## src/rtl/acc_alu_if.sv

```systemverilog
`default_nettype none
// +----------------------------------------------------------------------------+
// | acc_alu_if : control/data bundle between datapath controller and acc_alu    |
// | Rev 1.0                                                                     |
// +----------------------------------------------------------------------------+
interface acc_alu_if #(
  parameter int N  = 4,
  parameter int CH = 2
);
  localparam int SEL_W = (CH > 1) ? $clog2(CH) : 1;

  logic             clear;
  logic             en;
  logic [2:0]       op;
  logic [SEL_W-1:0] sel;
  logic [CH*N-1:0]  din;
  logic [N-1:0]     Z;
  logic             carry;
  logic             ovf;
  logic             zero;

  modport master (output clear, en, op, sel, din, input  Z, carry, ovf, zero);
  modport slave  (input  clear, en, op, sel, din, output Z, carry, ovf, zero);
endinterface
`default_nettype wire

```

## src/rtl/acc_alu.sv

```systemverilog
`default_nettype none
// +----------------------------------------------------------------------------+
// | acc_alu : channel-selecting accumulator with registered ALU ops and flags   |
// | Rev 1.0                                                                     |
// +----------------------------------------------------------------------------+
module acc_alu #(
  parameter int N   = 4,
  parameter int CH  = 2,
  parameter int SAT = 0
) (
  input  logic     clk,
  input  logic     reset,
  acc_alu_if.slave bus
);
  localparam logic [2:0] OP_LOAD = 3'b001;
  localparam logic [2:0] OP_INC  = 3'b010;
  localparam logic [2:0] OP_DEC  = 3'b011;
  localparam logic [2:0] OP_ADD  = 3'b100;
  localparam logic [2:0] OP_SUB  = 3'b101;
  localparam logic [2:0] OP_SHL  = 3'b110;
  localparam logic [2:0] OP_SHR  = 3'b111;
  localparam logic [N-1:0] C_ONE = {{(N-1){1'b0}}, 1'b1};

  logic [N-1:0] z_q, z_d;
  logic         carry_q, carry_d;
  logic         ovf_q, ovf_d;
  logic [N-1:0] w_d_sel;
  logic [N-1:0] w_opnd;
  logic [N:0]   w_sum;
  logic [N:0]   w_diff;

  // Out-of-range selects fall through to zero because no channel matches.
  always_comb begin
    w_d_sel = '0;
    for (int k = 0; k < CH; k++) begin
      if (int'(bus.sel) == k) w_d_sel = bus.din[k*N +: N];
    end
  end

  // INC/DEC reuse the ADD/SUB path with a constant 1, so flags share one rule.
  always_comb begin
    w_opnd = ((bus.op == OP_INC) || (bus.op == OP_DEC)) ? C_ONE : w_d_sel;
    w_sum  = {1'b0, z_q} + {1'b0, w_opnd};
    w_diff = {1'b0, z_q} - {1'b0, w_opnd};
  end

  always_comb begin
    z_d     = z_q;
    carry_d = carry_q;
    ovf_d   = ovf_q;
    if (bus.clear) begin
      z_d     = '0;
      carry_d = 1'b0;
      ovf_d   = 1'b0;
    end else if (bus.en) begin
      case (bus.op)
        OP_LOAD: begin
          z_d     = w_d_sel;
          carry_d = 1'b0;
          ovf_d   = 1'b0;
        end
        OP_INC, OP_ADD: begin
          z_d     = w_sum[N-1:0];
          carry_d = w_sum[N];
          ovf_d   = (z_q[N-1] == w_opnd[N-1]) && (w_sum[N-1] != z_q[N-1]);
          if ((SAT != 0) && w_sum[N]) z_d = '1;
        end
        OP_DEC, OP_SUB: begin
          z_d     = w_diff[N-1:0];
          carry_d = w_diff[N];
          ovf_d   = (z_q[N-1] != w_opnd[N-1]) && (w_diff[N-1] != z_q[N-1]);
          if ((SAT != 0) && w_diff[N]) z_d = '0;
        end
        OP_SHL: begin
          z_d     = {z_q[N-2:0], 1'b0};
          carry_d = z_q[N-1];
          ovf_d   = 1'b0;
        end
        OP_SHR: begin
          z_d     = {1'b0, z_q[N-1:1]};
          carry_d = z_q[0];
          ovf_d   = 1'b0;
        end
        default: begin
          z_d     = z_q;
          carry_d = carry_q;
          ovf_d   = ovf_q;
        end
      endcase
    end
  end

  always_ff @(posedge clk or posedge reset) begin
    if (reset) begin
      z_q     <= '0;
      carry_q <= 1'b0;
      ovf_q   <= 1'b0;
    end else begin
      z_q     <= z_d;
      carry_q <= carry_d;
      ovf_q   <= ovf_d;
    end
  end

  assign bus.Z     = z_q;
  assign bus.carry = carry_q;
  assign bus.ovf   = ovf_q;
  assign bus.zero  = (z_q == '0);
endmodule
`default_nettype wire

```

## src/flat_wrapper.sv

```systemverilog
// flat-port wrapper written by rule: the top's interface ports become plain ports
module acc_alu_flat 
#(
  parameter int N   = 4,
  parameter int CH  = 2,
  parameter int SAT = 0
)
  (clk, reset, bus_clear, bus_en, bus_op, bus_sel, bus_din, bus_Z, bus_carry, bus_ovf, bus_zero);
  acc_alu_if #(.N(N), .CH(CH)) bus_i ();
  input  logic clk;
  input  logic reset;
  input wire logic [$bits(bus_i.clear)-1:0] bus_clear;
  input wire logic [$bits(bus_i.en)-1:0] bus_en;
  input wire logic [$bits(bus_i.op)-1:0] bus_op;
  input wire logic [$bits(bus_i.sel)-1:0] bus_sel;
  input wire logic [$bits(bus_i.din)-1:0] bus_din;
  output wire logic [$bits(bus_i.Z)-1:0] bus_Z;
  output wire logic [$bits(bus_i.carry)-1:0] bus_carry;
  output wire logic [$bits(bus_i.ovf)-1:0] bus_ovf;
  output wire logic [$bits(bus_i.zero)-1:0] bus_zero;
  assign bus_i.clear = bus_clear;
  assign bus_i.en = bus_en;
  assign bus_i.op = bus_op;
  assign bus_i.sel = bus_sel;
  assign bus_i.din = bus_din;
  assign bus_Z = bus_i.Z;
  assign bus_carry = bus_i.carry;
  assign bus_ovf = bus_i.ovf;
  assign bus_zero = bus_i.zero;
  acc_alu #(.N(N), .CH(CH), .SAT(SAT)) u_core (.clk(clk), .reset(reset), .bus(bus_i));
endmodule
```

## config.mk

```make
export PLATFORM = sky130hd
export DESIGN_NAME = acc_alu_flat
export DESIGN_NICKNAME = d
export VERILOG_FILES = /design/src/rtl/acc_alu_if.sv /design/src/rtl/acc_alu.sv /design/src/flat_wrapper.sv
export SDC_FILE = /design/constraint.sdc
export NUM_CORES = 1
export LEC_CHECK = 0
export BUFFER_PORTS_ARGS = -buffer_cell sky130_fd_sc_hd__clkbuf_2
export CAP_MARGIN = 25
export CELL_PAD_IN_SITES_DETAIL_PLACEMENT = 1
export CELL_PAD_IN_SITES_GLOBAL_PLACEMENT = 1
export CORE_UTILIZATION = 37
export CTS_BUF_LIST = sky130_fd_sc_hd__clkbuf_8 sky130_fd_sc_hd__clkbuf_16
export DETAILED_ROUTE_END_ITERATION = 7
export PLACE_DENSITY_LB_ADDON = 0.08
export SLEW_MARGIN = 20
export SYNTH_ARGS = -nofsm -noshare
export SYNTH_HDL_FRONTEND = slang
export SYNTH_SLANG_ARGS = --single-unit
```

## constraint.sdc

```tcl
create_clock -name clk -period 2.7 [get_ports clk]
set_input_delay 0.54 -clock clk [delete_from_list [all_inputs] [get_ports clk]]
set_output_delay 0.54 -clock clk [all_outputs]
set_load 0.01 [all_outputs]
```

==> qor.yml, run 1 <==
clock_network:
  clock_latency_ps: 220
  h-tree-depth: 1
  postCtsSetupRepairBufs: 0
  hold_buffers: 0
  cts_buffers: 3
  ctsResizeCount: 0
  path_clk_slew_ps: 40
  clockBufferDepth: 2
  cts_root_buffer: "clkbuf_8"
  cts_tree: "yes"
  clkSinkCount: 6
drt:
  drtPass1Iterations: 4
  drt_iter0_markers: 8
  via_per_inst: 5.31
  vias: 861
  wl_per_cell_microns: 14.8
  routed_wl_microns: 2390
  ant_nets: 0
  drc: 0
timing:
  fin_worst_skew_ps: 0.602
  drv_slew: 0
  finalCritPeriodShare: 0.956
  hold_viol_final: 0
  whs_ps: 214
  grt_setup_unrepaired: "false"
  fin_crit_ps: 2580
  max_freq_mhz: 387
  setup_viol: 0
  tightest_slew_ps: 472
  relSlewSlack: 0.685
pwr:
  worst_ir_drop_vdd_v: 0.000210
  p_leak_nw: 0.559
  powerDensity_nw_per_um2: 424
worst_setup_path:
  r2r_start: "u_core.bus.Z[0]"
  worstSetupStartpointType: "primary input"
  cp.required_ps: 2800
  crit_start: "bus_sel"
  reg2regPathDepth: 8
  worstSetupEndpointType: "flip-flop"
  cp.arrival_ps: 2680
  critPathMaxFanout: 4
  path_class: "in -> reg"
die:
  initial_core_util: 0.394
  die_w_microns: 50.5
  io_pins: 23
  core_sq_um: 2210
  die-area_sq_um: 2550
  die_h_microns: 50.5
  std_cell_rows: 17
place:
  io_buffer_count: 22
  dpl.hpwl_microns: 2030
  gp_congestion: 0.714
  dpl_cell_area_sq_um: 1070
  place_inst: 159
yosys:
  yosysTopAreaCellShare: 0.172
  syn_area_sq_um: 871
  async_reset_ff_frac: 1.00
  synth_nets: 133
  synth_enable_flop_cells: 0
  synth_area_leaders: "dfrtp_1 (17%), ha_1 (11%), mux2i_1 (8.0%), inv_1 (4.7%), fa_1 (4.6%)"
  ys_seq_elements: 6
  synthCells: 107
  yosysUniqueCellTypes: 39
  yosys.area.top_type: "dfrtp_1"
  avgSynthCellArea_sq_um: 8.14
  yosysWarnings: 0
  synth-seq-area-share: 0.172
  ys.flop_type: "dfrtp_1"
finish:
  final_area_sq_um: 1110
  stdcell_count: 162
  final_util: 0.504
  nets: 162
  area_growth_pct: 28.0
  layout-drive-gt1-share: 0.313
  n_antenna_cell: 0
global_route:
  first_global_vias: 914
  grt_util_all_layers: 0.217
  grt_max_degree: 18
  antenna_found_initial: 0
  grt_pass1_wl_microns: 4200
  grt_overflow_total: 0
min_path:
  hp-class: "in -> async"
job:
  cap_violations: 0
status:
  outcome: "finished, final reports clean"
-- layer usage --
layer / share of wire / routed length [microns] / GRT usage
met1: 0.48 / 1150 / 0.280
met5: 0 / 0 / 0
met2: 0.50 / 1190 / 0.384
met3: 0.017 / 41 / 0.00909
met4: 0.0050 / 12 / 0.0694
-- cells in the final DEF, fill, tap and decap left out, types with 2 or more instances in the layout --
cell,instances
clkbuf_8,3
clkbuf_2,22
a22o_1,2
xnor2_1,2
nor2_1,3
mux2i_1,7
nor2b_1,2
or2_2,2
fa_1,2
o21ai_0,7
nor4_1,3
nand2_1,8
nand3_1,4
nor3_1,2
dfrtp_1,6
ha_4,2
buf_4,8
a21oi_1,6
mux2_2,2
nor3b_1,2
o31ai_1,2
nand2b_1,2
inv_1,11
ha_1,6
-- per-stage QoR --
stage | setup WS, ps | setup TNS, ps | total power, mW
2_1_floorplan | 43.2 | 0 | 0.265
3_3_place_gp | -85.9 | -85.9 | 0.340
3_5_place_dp | -96.0 | -182 | 0.345
4_1_cts | 122 | 0 | 0.479
5_1_grt | 9.82 | 0 | 0.513
6_report | 119 | 0 | 0.473
-- synth_stat cells (3+ instances only) --
cell	number
dfrtp_1	6
inv_1	11
nor4_1	3
or2_2	3
mux2i_1	7
nand3_1	4
nand2_1	8
o21ai_0	7
nor2_1	3
a21oi_1	6
ha_1	8
nor2b_1	3
clkbuf_1	3
-- sequential cells by signal, indices dropped and copies added, names as in the netlist --
register and flops:
u_core.bus.carry 1, u_core.bus.ovf 1, u_core.bus.Z 4
-- power by group --
part,switching [mW],total [mW],internal [mW]
logic,0.113,0.227,0.114
registers,0.0178,0.116,0.0980
clock network,0.0348,0.130,0.0954
-- cells by family (layout without fill, tap and decap cells) --
logic type | count (synthesis) | count (layout) | share of synthesized area
flops | 6 | 6 | 0.172
mux | 10 | 10 | 0.132
simple gates | 35 | 35 | 0.217
xor+xnor | 3 | 3 | 0.0302
fa+ha+maj | 10 | 10 | 0.161
buf+inv | 17 | 44 | 0.0848
compound gates | 26 | 26 | 0.203
-- worst max-delay path, stage by stage --
cell,delay [ps]
clkbuf_2,150
mux2i_1,240
nand2b_1,110
ha_1,200
inv_1,70
fa_1,180
nor3_1,50
a211o_1,300
mux2_2,270
a221o_1,300
a32o_1,260
-- area by class of cell --
cell class / count / area (sq um)
sequential: 6 / 150
tap: 28 / 35.0
clock buffer: 3 / 41.3
multi-input combinational: 84 / 677
inverter: 11 / 41.3
timing repair buffer: 30 / 170
fill: 280 / 1100
-- final timing paths --
check                           slack, ps          endpoint
worst max-delay path                  120  u_core.bus.carry
min in group clk                      490    u_core.bus.ovf
worst max register to register        460  u_core.bus.carry
worst min-delay path                  210    u_core.bus.ovf
max in group asynchronous            2300   u_core.bus.Z[0]
worst min register to register        490    u_core.bus.ovf
(Power assumes the default switching activity.)
==> run 2: changes to the inputs <==
- CORE_UTILIZATION: 37 -> 34
- clock period: 2.7 -> 2.1 ns (I/O delays scaled with it)
==> run 2 against run 1 <==
The flow now finishes with violations (negative setup slack). Hold slack worse by 130 ps. Sequential power is 20% higher. Combinational power is 85% higher. Routed wire length is 40% higher. Clock power is 34% higher. Critical path depth is 2 lower. Total power is 55% higher. Non-clock buffer count is 15 higher. Critical path type unchanged.
==> qor.yml, run 2 (synthesis gave the netlist of run 1 again) <==
pwr:
  worst_ir_drop_vdd_v: 0.000424
  powerDensity_nw_per_um2: 530
  p_leak_nw: 0.661
global_route:
  grt_overflow_total: 0
  antenna_found_initial: 0
  first_global_vias: 1049
  grt_pass1_wl_microns: 4880
  grt_max_degree: 15
  grt_util_all_layers: 0.244
drt:
  routed_wl_microns: 3360
  drc: 0
  drtPass1Iterations: 4
  drt_iter0_markers: 14
  ant_nets: 0
  wl_per_cell_microns: 19.0
  via_per_inst: 5.74
  vias: 1016
place:
  gp_congestion: 0.795
  dpl.hpwl_microns: 2470
  pre_cts_ws_ps: -557
  io_buffer_count: 22
clock_network:
  clkSinkCount: 6
  cts_tree: "yes"
  cts_buffers: 3
  h-tree-depth: 1
  path_clk_slew_ps: 40
  clock_latency_ps: 220
  hold_buffers: 0
  cts_root_buffer: "clkbuf_8"
  clockBufferDepth: 2
finish:
  layout_common_cells: "buf_4 (23), clkbuf_2 (21), nand2_1 (8), inv_1 (8), dfrtp_1 (6)"
  area_growth_pct: 58.6
  nets: 177
  largest_register_ffs: 4
  final_common_cell: "buf_4"
  layout-drive-gt1-share: 0.503
  n_antenna_cell: 0
worst_setup_path:
  worstSetupStartpointType: "primary input"
  cp.required_ps: 2210
  reg2regPathDepth: 8
  worstSetupEndpointType: "flip-flop"
  rr_endpoint: "u_core.bus.carry"
  r2r_start: "u_core.bus.Z[0]"
  cp.arrival_ps: 2410
  cp_slowest_cell: "a221o_1"
  crit_chain: "clkbuf_16 -> mux2i_4 -> or2_4 -> ha_4 -> inv_2 -> a211o_1 -> mux2_2 -> a221o_1 -> a32o_1"
  r2r_setup_slack_ps: -60
  path_class: "in -> reg"
  critPathMaxFanout: 4
  cpPeakStageDelay_ps: 300
status:
  outcome: "complete, but fails checks"
  violations: "negative setup slack"
timing:
  fin_crit_ps: 2310
  tightest_slew_ps: 350
  whs_ps: 87.6
  drv_slew: 0
  grt_setup_unrepaired: "true"
  setup_viol: 5
  max_freq_mhz: 434
  hold_viol_final: 0
  fin_ws_ps: -206
  fin_worst_skew_ps: 0.139
  finalCritPeriodShare: 1.10
  relSlewSlack: 0.765
die:
  die_w_microns: 52.6
  core_sq_um: 2320
  initial_core_util: 0.376
  std_cell_rows: 17
  die-area_sq_um: 2770
  die_h_microns: 52.6
  io_pins: 23
min_path:
  hp-class: "in -> async"
job:
  cap_violations: 0
==> run 2: cell type report <==
cell class / instances / area, sq um
Inverter: 11 / 41.3
Timing Repair Buffer: 45 / 303
Tap cell: 28 / 35.0
Fill cell: 279 / 937
Multi-Input combinational cell: 84 / 811
Sequential cell: 6 / 150
Clock buffer: 3 / 41.3
==> run 2: worst max-delay path by stage <==
| stage | slack (ps) | to | from | cells after the start |
|---|---|---|---|---|
| 5_1_grt | -260 | u_core.bus.carry | bus_sel | 11 |
| 6_report | -210 | u_core.bus.carry | bus_sel | 9 |
| 4_1_cts | -180 | u_core.bus.carry | bus_sel | 9 |
| 3_5_place_dp | -560 | u_core.bus.Z[2] | bus_sel | 11 |
| 2_1_floorplan | -340 | u_core.bus.carry | bus_sel | 10 |
| 3_3_place_gp | -450 | u_core.bus.carry | bus_sel | 11 |
==> run 2: repair_timing <==
action | CTS | global route
setup buffers | 1 | 1
gates resized for setup | 23 | 8
setup endpoints to repair | 5 | 5
pin swaps | 5 | 5
==> run 2: stage by stage <==
| step | area (sq um) | TNS, ps | cells | power [mW] | util |
|---|---|---|---|---|---|
| 2_1_floorplan | 927 | -658 | 107 | 0.350 | - |
| 3_3_place_gp | 1180 | -2140 | 173 | 0.475 | 0.511 |
| 3_5_place_dp | 1180 | -2400 | 173 | 0.489 | 0.511 |
| 4_1_cts | 1330 | -565 | 176 | 0.705 | 0.574 |
| 5_1_grt | 1380 | -1130 | 177 | 0.773 | 0.596 |
| 6_report | 1380 | -665 | 177 | 0.732 | 0.596 |
==> run 2: layer usage <==
metal,up-vias,global-route usage,wire length [microns]
li1,468,-,-
met2,31,0.462,1720
met4,0,0.0877,150
met5,-,0,0
met1,501,0.278,1390
met3,16,0.0232,96
==> run 2: critical path, delay by kind of cell <==
kind,cells,cell delay [ps]
AND/OR/NAND/NOR,1,250
buffers and inverters,2,180
multiplexers,2,460
adder cells (fa/ha/maj),1,280
AO/OA/AOI/OAI,3,820
==> run 2: power breakdown <==
group | switching [mW] | internal [mW] | total, mW
Clock | 0.0505 | 0.123 | 0.174
Combinational | 0.211 | 0.208 | 0.419
Sequential | 0.0130 | 0.126 | 0.139
Total | 0.275 | 0.458 | 0.732
